File: src/rtl/pp_pkg.sv
// pp_pkg: shared types and helpers for the path-parser
// dispatcher and its in-order tag FIFO.
`ifndef CHUNK_LEN_NBITS
`define CHUNK_LEN_NBITS 16
`endif

package pp_pkg;

  localparam int CHUNK_LEN_W = `CHUNK_LEN_NBITS;
  localparam int PP_NUM      = 4;
  localparam int PP_ID_W     = 2;

  typedef enum logic [1:0] {
    IDLE  = 2'd0,
    ALLOC = 2'd1,
    XFER  = 2'd2
  } pp_state_e;

  typedef struct packed {
    logic [PP_ID_W-1:0] pp_id;
    logic               ptr;
  } pp_tag_t;

  function automatic int slot_nbits(input int num_pp);
    return $clog2(2 * num_pp);
  endfunction

endpackage

File: src/rtl/pp_dispatch_if.sv
// pp_dispatch_if: ingress beats, parser steering, tag
// FIFO head and status of the path-parser dispatcher.
interface pp_dispatch_if
  import pp_pkg::*;
#(
  parameter int NUM_PP      = PP_NUM,
  parameter int PP_ID_NBITS = PP_ID_W,
  parameter int LEN_NBITS   = CHUNK_LEN_W
);

  logic                   in_valid;
  logic                   in_sop;
  logic                   in_eop;
  logic [LEN_NBITS-1:0]   in_len;
  logic                   in_ready;
  logic [2*NUM_PP-1:0]    path_parser_ready;
  logic                   pp_valid;
  logic                   pp_eop;
  logic [LEN_NBITS-1:0]   pp_len;
  logic [PP_ID_NBITS-1:0] pp_id;
  logic                   rd_ptr;
  logic                   tag_valid;
  logic [PP_ID_NBITS:0]   tag;
  logic                   tag_pop;
  logic                   err_short;

  modport master (
    output in_valid, in_sop, in_eop, in_len,
    output path_parser_ready, tag_pop,
    input  in_ready, pp_valid, pp_eop, pp_len,
    input  pp_id, rd_ptr, tag_valid, tag,
    input  err_short
  );

  modport slave (
    input  in_valid, in_sop, in_eop, in_len,
    input  path_parser_ready, tag_pop,
    output in_ready, pp_valid, pp_eop, pp_len,
    output pp_id, rd_ptr, tag_valid, tag,
    output err_short
  );

endinterface

File: src/rtl/pp_tag_fifo.sv
// pp_tag_fifo: generic synchronous FIFO; a pop frees its
// entry in the same cycle, so push on full is legal then.
module pp_tag_fifo #(
  parameter int WIDTH = 3,
  parameter int DEPTH = 8
) (
  input  logic             clk,
  input  logic             rstn,
  input  logic             push,
  input  logic [WIDTH-1:0] din,
  input  logic             pop,
  output logic [WIDTH-1:0] dout,
  output logic             full,
  output logic             empty
);

  localparam int AW = (DEPTH > 1) ? $clog2(DEPTH) : 1;
  localparam int CW = $clog2(DEPTH) + 1;

  logic [WIDTH-1:0] mem_q [DEPTH];
  logic [AW-1:0]    wr_q, wr_d;
  logic [AW-1:0]    rd_q, rd_d;
  logic [CW-1:0]    cnt_q, cnt_d;
  logic             do_push;
  logic             do_pop;

  function automatic logic [AW-1:0] inc(
    input logic [AW-1:0] p
  );
    return (p == AW'(DEPTH - 1)) ? '0 : p + AW'(1);
  endfunction

  assign empty   = (cnt_q == '0);
  assign full    = (cnt_q == CW'(DEPTH));
  assign do_pop  = pop & ~empty;
  assign do_push = push & (~full | do_pop);
  assign dout    = mem_q[rd_q];

  // Next pointers and occupancy.
  always_comb begin
    wr_d  = wr_q;
    rd_d  = rd_q;
    cnt_d = cnt_q;
    if (do_push) wr_d = inc(wr_q);
    if (do_pop)  rd_d = inc(rd_q);
    unique case ({do_push, do_pop})
      2'b10:   cnt_d = cnt_q + CW'(1);
      2'b01:   cnt_d = cnt_q - CW'(1);
      default: cnt_d = cnt_q;
    endcase
  end

  // Pointer and count state.
  always_ff @(posedge clk or negedge rstn) begin
    if (!rstn) begin
      wr_q  <= '0;
      rd_q  <= '0;
      cnt_q <= '0;
    end else begin
      wr_q  <= wr_d;
      rd_q  <= rd_d;
      cnt_q <= cnt_d;
    end
  end

  // Storage array; contents are don't-care while empty.
  always_ff @(posedge clk) begin
    if (do_push) mem_q[wr_q] <= din;
  end

endmodule

File: src/rtl/pp_dispatch.sv
// pp_dispatch: round-robin steering of ingress chunks onto
// ping-pong parser slots, recording slot order in a FIFO.
module pp_dispatch
  import pp_pkg::*;
#(
  parameter int NUM_PP      = PP_NUM,
  parameter int PP_ID_NBITS = PP_ID_W,
  parameter int LEN_NBITS   = CHUNK_LEN_W
) (
  input  logic         clk,
  input  logic         rstn,
  pp_dispatch_if.slave io
);

  localparam int NSLOT = 2 * NUM_PP;
  localparam int SW    = slot_nbits(NUM_PP);
  localparam int TAG_W = PP_ID_NBITS + 1;

  pp_state_e              state_q, state_d;
  logic [SW-1:0]          rr_q, rr_d;
  logic [SW-1:0]          win_q, win_d;
  logic [NSLOT-1:0]       pend_q, pend_d;
  logic [LEN_NBITS-1:0]   len_q, len_d;
  logic                   err_q, err_d;
  logic                   ppv_q, ppv_d;
  logic                   ppe_q, ppe_d;
  logic [PP_ID_NBITS-1:0] id_q, id_d;
  logic                   ptr_q, ptr_d;
  logic [LEN_NBITS-1:0]   plen_q, plen_d;

  logic [NSLOT-1:0]       avail;
  logic [SW-1:0]          pick, idx;
  logic                   found;
  logic                   rdy;
  logic                   push;
  logic                   fwd;
  logic                   fwd_eop;
  logic                   full, empty;
  logic [TAG_W-1:0]       din, dout;

  // A slot granted earlier stays masked until its ready
  // is seen low, so a stale ready cannot re-grant it.
  assign avail = io.path_parser_ready & ~pend_q;

  // First available slot after the last winner.
  always_comb begin
    found = 1'b0;
    pick  = rr_q;
    idx   = rr_q;
    for (int k = 1; k <= NSLOT; k++) begin
      idx = rr_q + SW'(k);
      if (!found && avail[idx]) begin
        found = 1'b1;
        pick  = idx;
      end
    end
  end

  assign din = {win_q[PP_ID_NBITS-1:0],
                win_q[PP_ID_NBITS]};

  pp_tag_fifo #(
    .WIDTH (TAG_W),
    .DEPTH (NSLOT)
  ) u_tag_fifo (
    .clk   (clk),
    .rstn  (rstn),
    .push  (push),
    .din   (din),
    .pop   (io.tag_pop),
    .dout  (dout),
    .full  (full),
    .empty (empty)
  );

  // Chunk sequencing: grant, accept sop, stream to eop.
  always_comb begin
    state_d = state_q;
    rr_d    = rr_q;
    win_d   = win_q;
    len_d   = len_q;
    err_d   = err_q;
    pend_d  = pend_q & io.path_parser_ready;
    rdy     = 1'b0;
    push    = 1'b0;
    fwd     = 1'b0;
    fwd_eop = 1'b0;
    unique case (state_q)
      IDLE: begin
        if (io.in_valid && !io.in_sop) begin
          rdy = 1'b1;
        end else if (io.in_valid && found &&
                     (!full || io.tag_pop)) begin
          state_d = ALLOC;
          win_d   = pick;
          rr_d    = pick;
          len_d   = io.in_len;
        end
      end
      ALLOC: begin
        rdy = 1'b1;
        if (io.in_valid) begin
          if (io.in_eop) begin
            err_d   = 1'b1;
            state_d = IDLE;
          end else begin
            push          = 1'b1;
            pend_d[win_q] = 1'b1;
            fwd           = 1'b1;
            state_d       = XFER;
          end
        end
      end
      XFER: begin
        if (io.in_valid && io.in_sop) begin
          fwd     = 1'b1;
          fwd_eop = 1'b1;
          state_d = IDLE;
        end else begin
          rdy = 1'b1;
          if (io.in_valid) begin
            fwd     = 1'b1;
            fwd_eop = io.in_eop;
            if (io.in_eop) state_d = IDLE;
          end
        end
      end
      default: state_d = IDLE;
    endcase
  end

  // Registered parser-side beat; steering fields hold.
  always_comb begin
    ppv_d  = fwd;
    ppe_d  = fwd & fwd_eop;
    id_d   = id_q;
    ptr_d  = ptr_q;
    plen_d = plen_q;
    if (fwd) begin
      id_d   = win_q[PP_ID_NBITS-1:0];
      ptr_d  = win_q[PP_ID_NBITS];
      plen_d = len_q;
    end
  end

  // Control and output state.
  always_ff @(posedge clk or negedge rstn) begin
    if (!rstn) begin
      state_q <= IDLE;
      rr_q    <= '0;
      win_q   <= '0;
      pend_q  <= '0;
      len_q   <= '0;
      err_q   <= 1'b0;
      ppv_q   <= 1'b0;
      ppe_q   <= 1'b0;
      id_q    <= '0;
      ptr_q   <= 1'b0;
      plen_q  <= '0;
    end else begin
      state_q <= state_d;
      rr_q    <= rr_d;
      win_q   <= win_d;
      pend_q  <= pend_d;
      len_q   <= len_d;
      err_q   <= err_d;
      ppv_q   <= ppv_d;
      ppe_q   <= ppe_d;
      id_q    <= id_d;
      ptr_q   <= ptr_d;
      plen_q  <= plen_d;
    end
  end

  assign io.in_ready  = rstn & rdy;
  assign io.pp_valid  = ppv_q;
  assign io.pp_eop    = ppe_q;
  assign io.pp_id     = id_q;
  assign io.rd_ptr    = ptr_q;
  assign io.pp_len    = plen_q;
  assign io.tag_valid = ~empty;
  assign io.tag       = dout;
  assign io.err_short = err_q;

endmodule
File: src/flat_wrapper.sv
// flat-port wrapper written by rule: the top's interface ports become plain ports
module pp_dispatch_flat import pp_pkg::*;
#(
  parameter int NUM_PP      = PP_NUM,
  parameter int PP_ID_NBITS = PP_ID_W,
  parameter int LEN_NBITS   = CHUNK_LEN_W
)
  (clk, rstn, io_in_valid, io_in_sop, io_in_eop, io_in_len, io_path_parser_ready, io_tag_pop, io_in_ready, io_pp_valid, io_pp_eop, io_pp_len, io_pp_id, io_rd_ptr, io_tag_valid, io_tag, io_err_short);
  pp_dispatch_if #(.NUM_PP(NUM_PP), .PP_ID_NBITS(PP_ID_NBITS), .LEN_NBITS(LEN_NBITS)) io_i ();
  input  logic clk;
  input  logic rstn;
  input wire logic [$bits(io_i.in_valid)-1:0] io_in_valid;
  input wire logic [$bits(io_i.in_sop)-1:0] io_in_sop;
  input wire logic [$bits(io_i.in_eop)-1:0] io_in_eop;
  input wire logic [$bits(io_i.in_len)-1:0] io_in_len;
  input wire logic [$bits(io_i.path_parser_ready)-1:0] io_path_parser_ready;
  input wire logic [$bits(io_i.tag_pop)-1:0] io_tag_pop;
  output wire logic [$bits(io_i.in_ready)-1:0] io_in_ready;
  output wire logic [$bits(io_i.pp_valid)-1:0] io_pp_valid;
  output wire logic [$bits(io_i.pp_eop)-1:0] io_pp_eop;
  output wire logic [$bits(io_i.pp_len)-1:0] io_pp_len;
  output wire logic [$bits(io_i.pp_id)-1:0] io_pp_id;
  output wire logic [$bits(io_i.rd_ptr)-1:0] io_rd_ptr;
  output wire logic [$bits(io_i.tag_valid)-1:0] io_tag_valid;
  output wire logic [$bits(io_i.tag)-1:0] io_tag;
  output wire logic [$bits(io_i.err_short)-1:0] io_err_short;
  assign io_i.in_valid = io_in_valid;
  assign io_i.in_sop = io_in_sop;
  assign io_i.in_eop = io_in_eop;
  assign io_i.in_len = io_in_len;
  assign io_i.path_parser_ready = io_path_parser_ready;
  assign io_i.tag_pop = io_tag_pop;
  assign io_in_ready = io_i.in_ready;
  assign io_pp_valid = io_i.pp_valid;
  assign io_pp_eop = io_i.pp_eop;
  assign io_pp_len = io_i.pp_len;
  assign io_pp_id = io_i.pp_id;
  assign io_rd_ptr = io_i.rd_ptr;
  assign io_tag_valid = io_i.tag_valid;
  assign io_tag = io_i.tag;
  assign io_err_short = io_i.err_short;
  pp_dispatch #(.NUM_PP(NUM_PP), .PP_ID_NBITS(PP_ID_NBITS), .LEN_NBITS(LEN_NBITS)) u_core (.clk(clk), .rstn(rstn), .io(io_i));
endmodule
File: config.mk
export PLATFORM = sky130hd
export DESIGN_NAME = pp_dispatch_flat
export DESIGN_NICKNAME = d
export VERILOG_FILES = /design/src/rtl/pp_pkg.sv /design/src/rtl/pp_dispatch_if.sv /design/src/rtl/pp_tag_fifo.sv /design/src/rtl/pp_dispatch.sv /design/src/flat_wrapper.sv
export SDC_FILE = /design/constraint.sdc
export NUM_CORES = 1
export LEC_CHECK = 0
export ABC_AREA = 1
export CORE_MARGIN = 8
export CORE_UTILIZATION = 52
export CTS_CLUSTER_SIZE = 12
export DETAILED_ROUTE_END_ITERATION = 10
export GPL_TIMING_DRIVEN = 0
export PLACE_DENSITY = 0.74
export SLEW_MARGIN = 20
export SYNTH_ARGS = -nofsm -noshare
export SYNTH_HDL_FRONTEND = slang
export SYNTH_SLANG_ARGS = --single-unit
File: constraint.sdc
create_clock -name clk -period 5.6 [get_ports clk]
set_input_delay 0.84 -clock clk [delete_from_list [all_inputs] [get_ports clk]]
set_output_delay 0.84 -clock clk [all_outputs]
set_load 0.05 [all_outputs]
# --- Word level (Yosys, flattened, before mapping) ---
# Memories as Yosys holds them, arrays and structs flattened.
# Index checks and enable logic that the tools add are counted.
word_totals:
  elab_cells: 150
  out_inout_bits: 27
  ramBits: 24
  rom_bits: 0
  input_bits: 30
  latchBits: 0
  regBits: 61
  n_memories: 1
mem_list:
  columns: ["memory", "depth", "width", "read_ports", "rd_ports_with_merged_regs", "write_ports", "line", "text"]
  rows:
  - ["u_core.u_tag_fifo.mem_q", 8, 3, 1, 0, 1, "pp_tag_fifo.sv:20", "logic [WIDTH-1:0] mem_q [DEPTH];"]
op_classes:
  n_lt_le_gt_ge: 9
  n_bitwise: 13
  eq_ne: 12
  reduce_logical: 30
  shift: 0
  n_addsub: 11
  div: 0
  mul: 0
  mux: 61
ops:
  columns: ["operator", "n"]
  rows:
  - ["$lt 3x4->1 const B", 8]
  - ["$mux 1", 29]
  - ["$mux 3", 9]
  - ["$bmux 1 s3", 8]
  - ["$mux 8", 3]
  - ["$and 8x8->8", 2]
  - ["$mux 2", 7]
  - ["$add 3x3->3 const B", 4]
  - ["$logic_and 1x1->1", 12]
  - ["$reduce_and 5->1", 2]
  - ["$add 3x1->3 const B", 3]
  - ["$logic_not 1->1", 9]
  - ["$not 8->8", 1]
  - ["$or 8x8->8", 1]
  - ["$pmux 4 s2", 1]
  - ["$reduce_bool 7->1", 1]
  - ["$add 3x2->3 const B", 2]
  - ["$eq 3x3->1 const B", 2]
  - ["$ne 3x2->1 const B", 2]
  - ["$pmux 2 s3", 1]
  - ["$reduce_and 3->1", 2]
  - ["$add 4x1->4 const B", 1]
  - ["$and 1x1->1", 4]
  - ["$eq 2x1->1 const B", 2]
  - ["15 further kinds", 20]

# --- Logic depth before layout (Yosys ltp) ---
# Gate-level depths: netlist (run 1).
logic_depth:
  ltp_word: 31
  ltp_mapped: 21
  depth_no_buf: 20

# --- By module ---
# From an unflattened synthesis (run 1), not the netlist that was laid out.
unflattened:
  hier_cells: 552
  hier_area_um2: 4566.9
by_module_without_submodules:
  columns: ["module", "instances", "cells_per_inst", "area_each_um2"]
  rows:
  - ["pp_dispatch", 1, 351, 2777.7]
  - ["pp_tag_fifo", 1, 201, 1789.2]

# --- Worst setup path after synthesis (run 1) ---
# Ideal clock, no wire load.
synth_path:
  path_kind: "input to register"
  start: "input port io_in_eop"
  end: "register u_core.u_tag_fifo.cnt_q[3]"
  required_time_ns: 5.479
  cell_stages: 15
  setup_time_ns: 0.121
  path_buffers: 0
  setup_slack_ns: 2.526
  arrival_ns: 2.952
  cell_sequence: "nor2_1 -> inv_1 -> nor2_1 -> inv_1 -> nor2_1 -> inv_1 -> ha_1 -> ha_1 -> nand2_1 -> nor2_1 -> a211oi_1 -> nor2_1 -> nor2_1 -> nand2_1 -> xor2_1"
synth_via:
  elab_chain_cells: 6
synth_rtl:
  columns: ["item", "line", "text"]
  rows:
  - ["start: declaration", "flat_wrapper.sv:14", "input wire logic [$bits(io_i.in_eop)-1:0] io_in_eop;"]
  - ["$mux 1 (*)", "pp_dispatch.sv:103", "if (io.in_eop) begin"]
  - ["$mux 1 (*)", "pp_dispatch.sv:102", "if (io.in_valid) begin"]
  - ["$mux 1 (*)", "pp_dispatch.sv:88", "unique case (state_q)"]
  - ["$and 1x1->1 (*)", "pp_tag_fifo.sv:36", "assign do_push = push & (~full | do_pop);"]
  - ["$eq 2x1->1 / $eq 2x2->1 (equally long branches)", "pp_tag_fifo.sv:46", "unique case ({do_push, do_pop})"]
  - ["$pmux 4 s2 / $reduce_bool 2->1 (equally long branches)", null, null]
  - ["end signal: assignment", "pp_tag_fifo.sv:62", "cnt_q <= cnt_d;"]
  - ["end: declaration", "pp_tag_fifo.sv:23", "logic [CW-1:0] cnt_q, cnt_d;"]
# Mark *: on every way between the ends. The rest lies on a longest branch, timed or not.
# A chain may end at the register's enable or synchronous reset.

# --- Worst setup path in the final report (run 1) ---
layout_path:
  start: "input port io_in_valid"
  end: "output port io_in_ready"
layout_via:
  elab_chain_cells: 4
layout_rtl:
  columns: ["item", "line", "text"]
  rows:
  - ["start: declaration", "flat_wrapper.sv:12", "input wire logic [$bits(io_i.in_valid)-1:0] io_in_valid;"]
  - ["$logic_and 1x1->1 (on tied branches)", "pp_dispatch.sv:115, pp_dispatch.sv:90", null]
  - ["$mux 1 (on tied branches)", "pp_dispatch.sv:115, pp_dispatch.sv:90", null]
  - ["$pmux 1 s3 (*)", "pp_dispatch.sv:88", null]
  - ["$and 1x1->1 (*)", "pp_dispatch.sv:175", "assign io.in_ready = rstn & rdy;"]
  - ["end: declaration", "flat_wrapper.sv:18", "output wire logic [$bits(io_i.in_ready)-1:0] io_in_ready;"]
# Marked as above.

==> results of run 1 <==
[sequential cells by signal, summed over array words and instances (netlist names), 2 cells and up]
signal                   cells
u_core.io.pp_id              2
u_core.io.pp_len            16
u_core.len_q                16
u_core.pend_q                8
u_core.rr_q                  3
u_core.state_q               2
u_core.u_tag_fifo.cnt_q      4
u_core.u_tag_fifo.mem_q     24
u_core.u_tag_fifo.rd_q       3
u_core.u_tag_fifo.wr_q       3
[worst max-delay path, stage by stage]
cell	delay (ps)
sky130_fd_sc_hd__clkdlybuf4s50_1	510
sky130_fd_sc_hd__nand2_1	390
sky130_fd_sc_hd__nor2_1	140
sky130_fd_sc_hd__o311ai_0	440
sky130_fd_sc_hd__inv_1	100
sky130_fd_sc_hd__clkdlybuf4s50_1	730
[Yosys cell counts, types with 2 or more instances]
| library cell | count | share of area [%] |
|---|---|---|
| sky130_fd_sc_hd__buf_6 | 3 | 0.77 |
| sky130_fd_sc_hd__nand2_2 | 2 | 0.29 |
| sky130_fd_sc_hd__o21ai_0 | 26 | 3.0 |
| sky130_fd_sc_hd__ha_1 | 17 | 4.9 |
| sky130_fd_sc_hd__nor2_1 | 53 | 4.6 |
| sky130_fd_sc_hd__inv_1 | 49 | 4.2 |
| sky130_fd_sc_hd__a211oi_1 | 2 | 0.34 |
| sky130_fd_sc_hd__nand3_2 | 5 | 1.1 |
| sky130_fd_sc_hd__clkbuf_1 | 6 | 0.52 |
| sky130_fd_sc_hd__clkinv_1 | 2 | 0.17 |
| sky130_fd_sc_hd__nand2_1 | 149 | 13 |
| sky130_fd_sc_hd__nor2_4 | 3 | 0.77 |
| sky130_fd_sc_hd__a21oi_1 | 2 | 0.23 |
| sky130_fd_sc_hd__nand3_1 | 55 | 6.3 |
| sky130_fd_sc_hd__inv_2 | 2 | 0.17 |
| sky130_fd_sc_hd__o22ai_1 | 3 | 0.43 |
| sky130_fd_sc_hd__edfxtp_1 | 24 | 16 |
| sky130_fd_sc_hd__nor4_1 | 2 | 0.29 |
| sky130_fd_sc_hd__dfrtp_1 | 61 | 35 |
| sky130_fd_sc_hd__xnor2_1 | 2 | 0.40 |
| sky130_fd_sc_hd__a32o_1 | 8 | 1.8 |
| sky130_fd_sc_hd__nand4_1 | 4 | 0.57 |
| sky130_fd_sc_hd__a31oi_1 | 5 | 0.72 |
| sky130_fd_sc_hd__xor2_1 | 3 | 0.60 |
[cell type report]
type                    instances  area share, %
flip-flops and latches         85           42.5
multi-input cells             355           35.1
repair buffers                 57           11.1
inverters                      53           3.76
well taps                     105           2.48
clock buffers                  10           2.41
clock inverters                 6           1.42
plain buffers                  11           1.30
[metal layers]
layer	GRT usage (%)	up-vias	share of wire, %
met1	22.5	1729	45
li1	-	1801	-
met3	5.45	15	6.4
met4	6.05	0	1.3
met2	29.5	116	47
met5	0	-	0
[per-stage QoR]
| stage | setup TNS, ps | cell area (sq um) | setup slack (ps) | power, mW |
|---|---|---|---|---|
| 2_1_floorplan | 0 | 4370 | 2530 | 2.30 |
| 3_3_place_gp | -164 | 5060 | -164 | 2.74 |
| 3_5_place_dp | 0 | 5090 | 1520 | 2.80 |
| 4_1_cts | 0 | 5290 | 1610 | 3.26 |
| 5_1_grt | 0 | 5290 | 1500 | 3.51 |
| 6_report | 0 | 5290 | 1600 | 3.24 |
[power by group through the flow]
stage               combinational, mW  clock [mW]  sequential [mW]
global route                     1.99       0.490             1.03
floorplan                        1.08           0             1.22
CTS                              1.79       0.462             1.00
detailed placement               1.78           0             1.01
finish                           1.79       0.452             1.01
global placement                 1.73           0             1.01
[path summary, 6_finish.rpt]
kind	startpoint	endpoint	slack (ps)
worst max-delay path	io_in_valid	io_in_ready	1600
worst min-delay path	rstn	u_core.u_tag_fifo.wr_q[0]$_DFFE_PN0P_	360
worst max register to register	u_core.state_q[1]$_DFFE_PN0P_	u_core.u_tag_fifo.cnt_q[3]$_DFFE_PN0P_	2120
worst min register to register	u_core.len_q[0]$_DFFE_PN0P_	u_core.io.pp_len[0]$_DFFE_PN0P_	480
max in group asynchronous	rstn	u_core.len_q[9]$_DFFE_PN0P_	4730
min in group clk	u_core.len_q[0]$_DFFE_PN0P_	u_core.io.pp_len[0]$_DFFE_PN0P_	480
[cells by family (layout without fill, tap and decap cells)]
group | Yosys count | after routing | share of synthesized area, %
AOI/OAI and AO/OA | 54 | 54 | 7.96
xor gates and xnor gates | 5 | 5 | 1.00
adders and majority gates | 18 | 18 | 5.32
buffers and inverters | 64 | 137 | 6.13
DFF | 85 | 85 | 51.4
and+or+nand+nor | 278 | 278 | 28.2
==> reports/qor.json, run 1 <==
{
  "drive_gt1_share": {"value": 6.93, "unit": "%"},
  "finish.net_count": {"value": 620},
  "global_route.usage.total": {"value": 18.2, "unit": "%"},
  "finalWorstPathRequiredPeriod": {"value": 4000, "unit": "ps"},
  "drc_errors": {"value": 0},
  "p_leak": {"value": 2.48, "unit": "nW"},
  "path_max_fanout": {"value": 10},
  "final_cell_mix": {"value": "sky130_fd_sc_hd__nand2_1 (149), sky130_fd_sc_hd__dfrtp_1 (61), sky130_fd_sc_hd__nand3_1 (55), sky130_fd_sc_hd__clkdlybuf4s50_1 (55), sky130_fd_sc_hd__nor2_1 (53)"},
  "cts.reportedPaths.clkPinSlew": {"value": 100, "unit": "ps"},
  "drtIter0Drc": {"value": 177},
  "placement.io_buffers": {"value": 56},
  "post_cts.repair.setup_buffers": {"value": 0},
  "h-tree-depth": {"value": 3},
  "synth.yosys.warnings": {"value": 0},
  "net_switching_share_of_the_total_power": {"value": 48.7, "unit": "%"},
  "syn_inst": {"value": 504},
  "number_of_enable_flip_flop_cells_after_synthesis": {"value": 24},
  "initial_standard_cell_utilization_of_the_core": {"value": 53.5, "unit": "%"},
  "max-vdd-ir-drop": {"value": 0.348, "unit": "mV"},
  "setup.worst_path.class": {"value": "input port to primary output"},
  "antenna_cells": {"value": 0},
  "post_cts_resized": {"value": 0},
  "syn-cell-area": {"value": 0.00437, "unit": "sq mm"},
  "count_of_distinct_cell_types_in_the_synthesized_netlist": {"value": 40},
  "synth.ff_latch_count": {"value": 85},
  "reported_net_switching_power": {"value": 1.58, "unit": "mW"},
  "area.sequential": {"value": 0.00225, "unit": "sq mm"},
  "drt-pass1-iter-count": {"value": 5},
  "via_count_of_the_first_global_routing_pass": {"value": 3723},
  "timing.final.max_slew_violations": {"value": 0},
  "wire_length_of_the_first_global_routing_pass": {"value": 17200, "unit": "um"},
  "post_layout_nonfiller_instances": {"value": 682},
  "clock_path_buffers": {"value": 2},
  "final_common_cell": {"value": "sky130_fd_sc_hd__nand2_1"},
  "chipWidth": {"value": 108, "unit": "um"},
  "die_area": {"value": 0.0116, "unit": "sq mm"},
  "total_clock_buffers_created_by_cts": {"value": 9},
  "postSynthNetCount": {"value": 552},
  "seq_power_share": {"value": 31.0, "unit": "%"},
  "holdBufCountCts": {"value": 0},
  "worst_ep_arrival_time": {"value": 3160, "unit": "ps"},
  "p_per_area": {"value": 613, "unit": "mW/mm^2"},
  "synth_seq_area_share": {"value": 51.4, "unit": "%"},
  "status": {"value": "finished clean"},
  "hp-class": {"value": "input port to async pin"},
  "final_cycle_share": {"value": 71.3, "unit": "%"},
  "global_route.overflow_total": {"value": 0},
  "ant_nets": {"value": 0},
  "rsz0062_at_grt": {"value": "no"},
  "synth_ff_type": {"value": "sky130_fd_sc_hd__dfrtp_1"},
  "r2r_cells": {"value": 18},
  "filler_cells_inserted": {"value": 665},
  "postRouteWirelength": {"value": 9950, "unit": "um"},
  "multiInputGateArea": {"value": 0.00186, "unit": "sq mm"},
  "detail_route.vias_per_cell": {"value": 5.37},
  "detail_route.wl_per_cell": {"value": 14.6, "unit": "um"},
  "async_flop_share": {"value": 71.8, "unit": "%"},
  "maxCapViolations": {"value": 0},
  "p_clk_share": {"value": 13.9, "unit": "%"},
  "timing.final.hold_violations": {"value": 0},
  "core.rowCount": {"value": 33},
  "dpl.hpwl": {"value": 7480, "unit": "um"},
  "placed_cells": {"value": 666},
  "cts_tree": {"value": "done"},
  "tritoncts_num_sinks": {"value": 85},
  "combinationalPowerShare": {"value": 55.1, "unit": "%"},
  "holdWs": {"value": 357, "unit": "ps"},
  "via_count": {"value": 3661},
  "worst_skew_pair.late_latency": {"value": 350, "unit": "ps"},
  "p_int": {"value": 1.66, "unit": "mW"},
  "final_setup_skew": {"value": 15.1, "unit": "ps"},
  "max_clock_freq": {"value": 250, "unit": "MHz"},
  "syn2layout_area_growth": {"value": 21.0, "unit": "%"},
  "die_height": {"value": 108, "unit": "um"},
  "critical_path.startpoint_type": {"value": "input port"},
  "maximum_number_of_pins_on_one_net_before_global_route_repair": {"value": 47},
  "placeableCoreArea": {"value": 0.00818, "unit": "sq mm"},
  "worstPathRequired": {"value": 4760, "unit": "ps"},
  "antenna_found_initial": {"value": 0},
  "io_pins": {"value": 57},
  "final-setup-viol-count": {"value": 0},
  "finalWeightedCongestion": {"value": 0.880},
  "postSynthAreaPerCell": {"value": 8.67, "unit": "sq um"},
  "cts_root_buf": {"value": "sky130_fd_sc_hd__clkbuf_8"},
  "finalCoreUtilization": {"value": 64.7, "unit": "%"},
  "slew_headroom": {"value": 54.3, "unit": "%"},
  "max_slew.worst_pin.slew": {"value": 684, "unit": "ps"},
  "critical_path.endpoint_type": {"value": "primary output"}
}
(Power assumes the default switching activity.)
==> run 2: changes to the inputs <==
Clock period 5.6 ns to 3.7 ns, I/O delays scaled along.
==> run 2 against run 1 <==
Combinational power increased by 51%. Clock power increased by 52%. Die area unchanged. Setup slack got worse by 1300 ps. Routed wire length increased by 0.29%.
==> reports/qor.json, run 2 (synthesis gave the netlist of run 1 again) <==
{
  "holdBufCountCts": {"value": 0, "change": "unchanged"},
  "global_route.usage.total": {"value": 18.2, "unit": "%", "change": "unchanged"},
  "final_setup_skew": {"value": 16.7, "unit": "ps", "change": "+1.69 ps"},
  "setup_ws": {"value": 293, "unit": "ps", "change": "-1310 ps"},
  "path_max_fanout": {"value": 10, "change": "unchanged"},
  "placed_cells": {"value": 666, "change": "unchanged"},
  "h-tree-depth": {"value": 3, "change": "unchanged"},
  "pre_cts_ws": {"value": -92.8, "unit": "ps", "change": "-1620 ps"},
  "filler_cells_inserted": {"value": 664, "change": "-0.15%"},
  "drt-pass1-iter-count": {"value": 4, "change": "-1"},
  "largest_register_ff_count": {"value": 24, "change": "unchanged"},
  "placeableCoreArea": {"value": 0.00818, "unit": "sq mm", "change": "unchanged"},
  "syn2layout_area_growth": {"value": 21.1, "unit": "%", "change": "about the same"},
  "largest_register": {"value": "u_core.u_tag_fifo.mem_q"},
  "dpl.hpwl": {"value": 7480, "unit": "um", "change": "unchanged"},
  "finish.net_count": {"value": 620, "change": "unchanged"},
  "io_pins": {"value": 57, "change": "unchanged"},
  "setup.worst_path.class": {"value": "input port to primary output"},
  "finalWorstPathRequiredPeriod": {"value": 3410, "unit": "ps"},
  "postRouteWirelength": {"value": 9980, "unit": "um", "change": "+0.29%"},
  "final_cell_mix": {"value": "sky130_fd_sc_hd__nand2_1 (149), sky130_fd_sc_hd__dfrtp_1 (61), sky130_fd_sc_hd__nand3_1 (55), sky130_fd_sc_hd__clkdlybuf4s50_1 (55), sky130_fd_sc_hd__nor2_1 (52)"},
  "holdWs": {"value": 70.6, "unit": "ps", "change": "-287 ps"},
  "final_cell_area": {"value": 0.00529, "unit": "sq mm", "change": "about the same"},
  "slew_headroom": {"value": 63.6, "unit": "%", "change": "+9.4 points"},
  "max_slew.worst_pin.slew": {"value": 532, "unit": "ps", "change": "-152 ps"},
  "placement.io_buffers": {"value": 56, "change": "unchanged"},
  "critical_path.endpoint_type": {"value": "primary output"},
  "total_number_of_cells_along_the_worst_setup_path": {"value": 6, "change": "unchanged"},
  "initial_standard_cell_utilization_of_the_core": {"value": 53.5, "unit": "%", "change": "unchanged"},
  "post_layout_nonfiller_instances": {"value": 682, "change": "unchanged"},
  "p_leak": {"value": 2.48, "unit": "nW", "change": "about the same"},
  "die_area": {"value": 0.0116, "unit": "sq mm", "change": "unchanged"},
  "final_cycle_share": {"value": 92.1, "unit": "%"},
  "worst_ep_arrival_time": {"value": 2850, "unit": "ps", "change": "-310 ps"},
  "via_count": {"value": 3657, "change": "-0.11%"},
  "crit_start": {"value": "io_in_valid"},
  "total_clock_buffers_created_by_cts": {"value": 9, "change": "unchanged"},
  "area.sequential": {"value": 0.00225, "unit": "sq mm", "change": "unchanged"},
  "status": {"value": "finished clean"},
  "die_height": {"value": 108, "unit": "um", "change": "unchanged"},
  "cp-endpoint": {"value": "io_in_ready"},
  "timing.critical_path.slowest_cell_delay": {"value": 730, "unit": "ps", "change": "about the same"},
  "ant_nets": {"value": 0, "change": "unchanged"},
  "maximum_number_of_pins_on_one_net_before_global_route_repair": {"value": 47, "change": "unchanged"},
  "max-vdd-ir-drop": {"value": 0.527, "unit": "mV", "change": "+51%"},
  "cts_root_buf": {"value": "sky130_fd_sc_hd__clkbuf_8"},
  "p_per_area": {"value": 929, "unit": "mW/mm^2", "change": "+51%"},
  "detail_route.vias_per_cell": {"value": 5.36, "change": "-0.11%"},
  "r2r_cells": {"value": 18, "change": "unchanged"},
  "rsz0062_at_grt": {"value": "no"},
  "maxCapViolations": {"value": 0, "change": "unchanged"},
  "antenna_found_initial": {"value": 0, "change": "unchanged"},
  "drive_gt1_share": {"value": 7.11, "unit": "%", "change": "+0.17 points"},
  "max_clock_freq": {"value": 293, "unit": "MHz"},
  "finalWeightedCongestion": {"value": 0.880, "change": "unchanged"},
  "timing.rr.end": {"value": "u_core.u_tag_fifo.cnt_q[3]$_DFFE_PN0P_"},
  "final_common_cell": {"value": "sky130_fd_sc_hd__nand2_1"},
  "timing.critical_path.slowest_stage_cell": {"value": "sky130_fd_sc_hd__clkdlybuf4s50_1"},
  "timing.final.max_slew_violations": {"value": 0, "change": "unchanged"},
  "placement.cell_area": {"value": 0.00509, "unit": "sq mm", "change": "unchanged"},
  "worst_path_dominant_cell_family": {"value": "buffers and inverters"},
  "rr_startpoint": {"value": "u_core.state_q[1]$_DFFE_PN0P_"},
  "clock_path_buffers": {"value": 2, "change": "unchanged"},
  "via_count_of_the_first_global_routing_pass": {"value": 3723, "change": "unchanged"},
  "detail_route.wl_per_cell": {"value": 14.6, "unit": "um", "change": "+0.29%"},
  "post_cts_resized": {"value": 0, "change": "unchanged"},
  "tritoncts_num_sinks": {"value": 85, "change": "unchanged"},
  "antenna_cells": {"value": 0, "change": "unchanged"},
  "hp-class": {"value": "input port to async pin"},
  "drtIter0Drc": {"value": 163, "change": "-7.9%"},
  "global_route.overflow_total": {"value": 0, "change": "unchanged"},
  "wire_length_of_the_first_global_routing_pass": {"value": 17200, "unit": "um", "change": "unchanged"},
  "worst_skew_pair.late_latency": {"value": 350, "unit": "ps", "change": "about the same"},
  "timing.critical_path.buf_inv": {"value": 3, "change": "unchanged"},
  "critical_path.startpoint_type": {"value": "input port"},
  "dominant_cell_type_by_count_on_the_critical_path": {"value": "sky130_fd_sc_hd__clkdlybuf4s50_1"},
  "multiInputGateArea": {"value": 0.00186, "unit": "sq mm", "change": "+0.13%"},
  "post_cts.repair.setup_buffers": {"value": 0, "change": "unchanged"},
  "timing.final.hold_violations": {"value": 0, "change": "unchanged"},
  "rrSetupSlack": {"value": 430, "unit": "ps", "change": "-1690 ps"},
  "cts_tree": {"value": "done"},
  "crit_chain": {"value": "clkdlybuf4s50_1 > nand2_1 > nor2_1 > o311ai_0 > inv_1 > clkdlybuf4s50_1"},
  "worstPathRequired": {"value": 3140, "unit": "ps", "change": "-1620 ps"},
  "drc_errors": {"value": 0, "change": "unchanged"},
  "chipWidth": {"value": 108, "unit": "um", "change": "unchanged"},
  "cts.reportedPaths.clkPinSlew": {"value": 100, "unit": "ps", "change": "about the same"},
  "core.rowCount": {"value": 33, "change": "unchanged"},
  "final-setup-viol-count": {"value": 0, "change": "unchanged"}
}
run 2: changes by cell type in the layout (fill, tap and decap cells not counted):
cell                     previous run  this run
sky130_fd_sc_hd__nor2_1            53        52
sky130_fd_sc_hd__nor2_2             0         1
run 2: through the flow:
stage	utilization [%]	total power [mW]	TNS [ps]
global placement	61.9	4.15	-1500
finish	64.7	4.91	0
CTS	64.7	4.93	0
detailed placement	62.2	4.23	-92.8
floorplan	-	3.48	0
global route	64.7	5.32	0
run 2: worst min path at each step:
| stage | startpoint | end | slack [ps] | depth (start not counted) |
|---|---|---|---|---|
| CTS | rstn | u_core.io.pp_eop$_DFF_PN0_ | 70 | 1 |
| floorplan | rstn | u_core.io.err_short$_DFFE_PN0P_ | 260 | 0 |
| finish | rstn | u_core.u_tag_fifo.wr_q[0]$_DFFE_PN0P_ | 70 | 1 |
| global placement | u_core.len_q[7]$_DFFE_PN0P_ | u_core.io.pp_len[7]$_DFFE_PN0P_ | 450 | 2 |
| global route | rstn | u_core.u_tag_fifo.wr_q[0]$_DFFE_PN0P_ | 60 | 1 |
| detailed placement | rstn | u_core.io.pp_eop$_DFF_PN0_ | 450 | 1 |
run 2: cell type report:
class / instances / share of cell area (%)
buffer: 11 / 1.30
clock inverter: 6 / 1.42
sequential: 85 / 42.5
clock buffer: 10 / 2.41
inverter: 53 / 3.76
multi-input combinational: 355 / 35.1
tap: 105 / 2.48
timing repair buffer: 57 / 11.1
run 2: routing by layer:
layer,vias to the layer above,GRT usage (%),wire length [um]
met3,14,5.45,630
met4,0,6.05,133
met2,106,29.5,4660
li1,1802,-,-
met5,-,0,0
met1,1735,22.5,4550
run 2: power by group:
part	internal, mW	switching [mW]
registers	1.28	0.241
logic	0.911	1.79
clock network	0.326	0.361
total	2.52	2.40
run 2: worst register-to-register path: stages (launching register included):
cell,delay (ps)
sky130_fd_sc_hd__dfrtp_1,440
sky130_fd_sc_hd__inv_1,100
sky130_fd_sc_hd__ha_1,190
sky130_fd_sc_hd__inv_1,70
sky130_fd_sc_hd__nor2_1,160
sky130_fd_sc_hd__inv_1,80
sky130_fd_sc_hd__nor2_2,350
sky130_fd_sc_hd__inv_1,80
sky130_fd_sc_hd__nor2_1,270
sky130_fd_sc_hd__inv_1,130
sky130_fd_sc_hd__ha_1,260
sky130_fd_sc_hd__ha_1,350
sky130_fd_sc_hd__nand2_1,80
sky130_fd_sc_hd__nor2_1,40
sky130_fd_sc_hd__a211oi_1,220
sky130_fd_sc_hd__nor2_1,70
sky130_fd_sc_hd__nor2_1,90
sky130_fd_sc_hd__nand2_1,70
sky130_fd_sc_hd__xor2_1,140
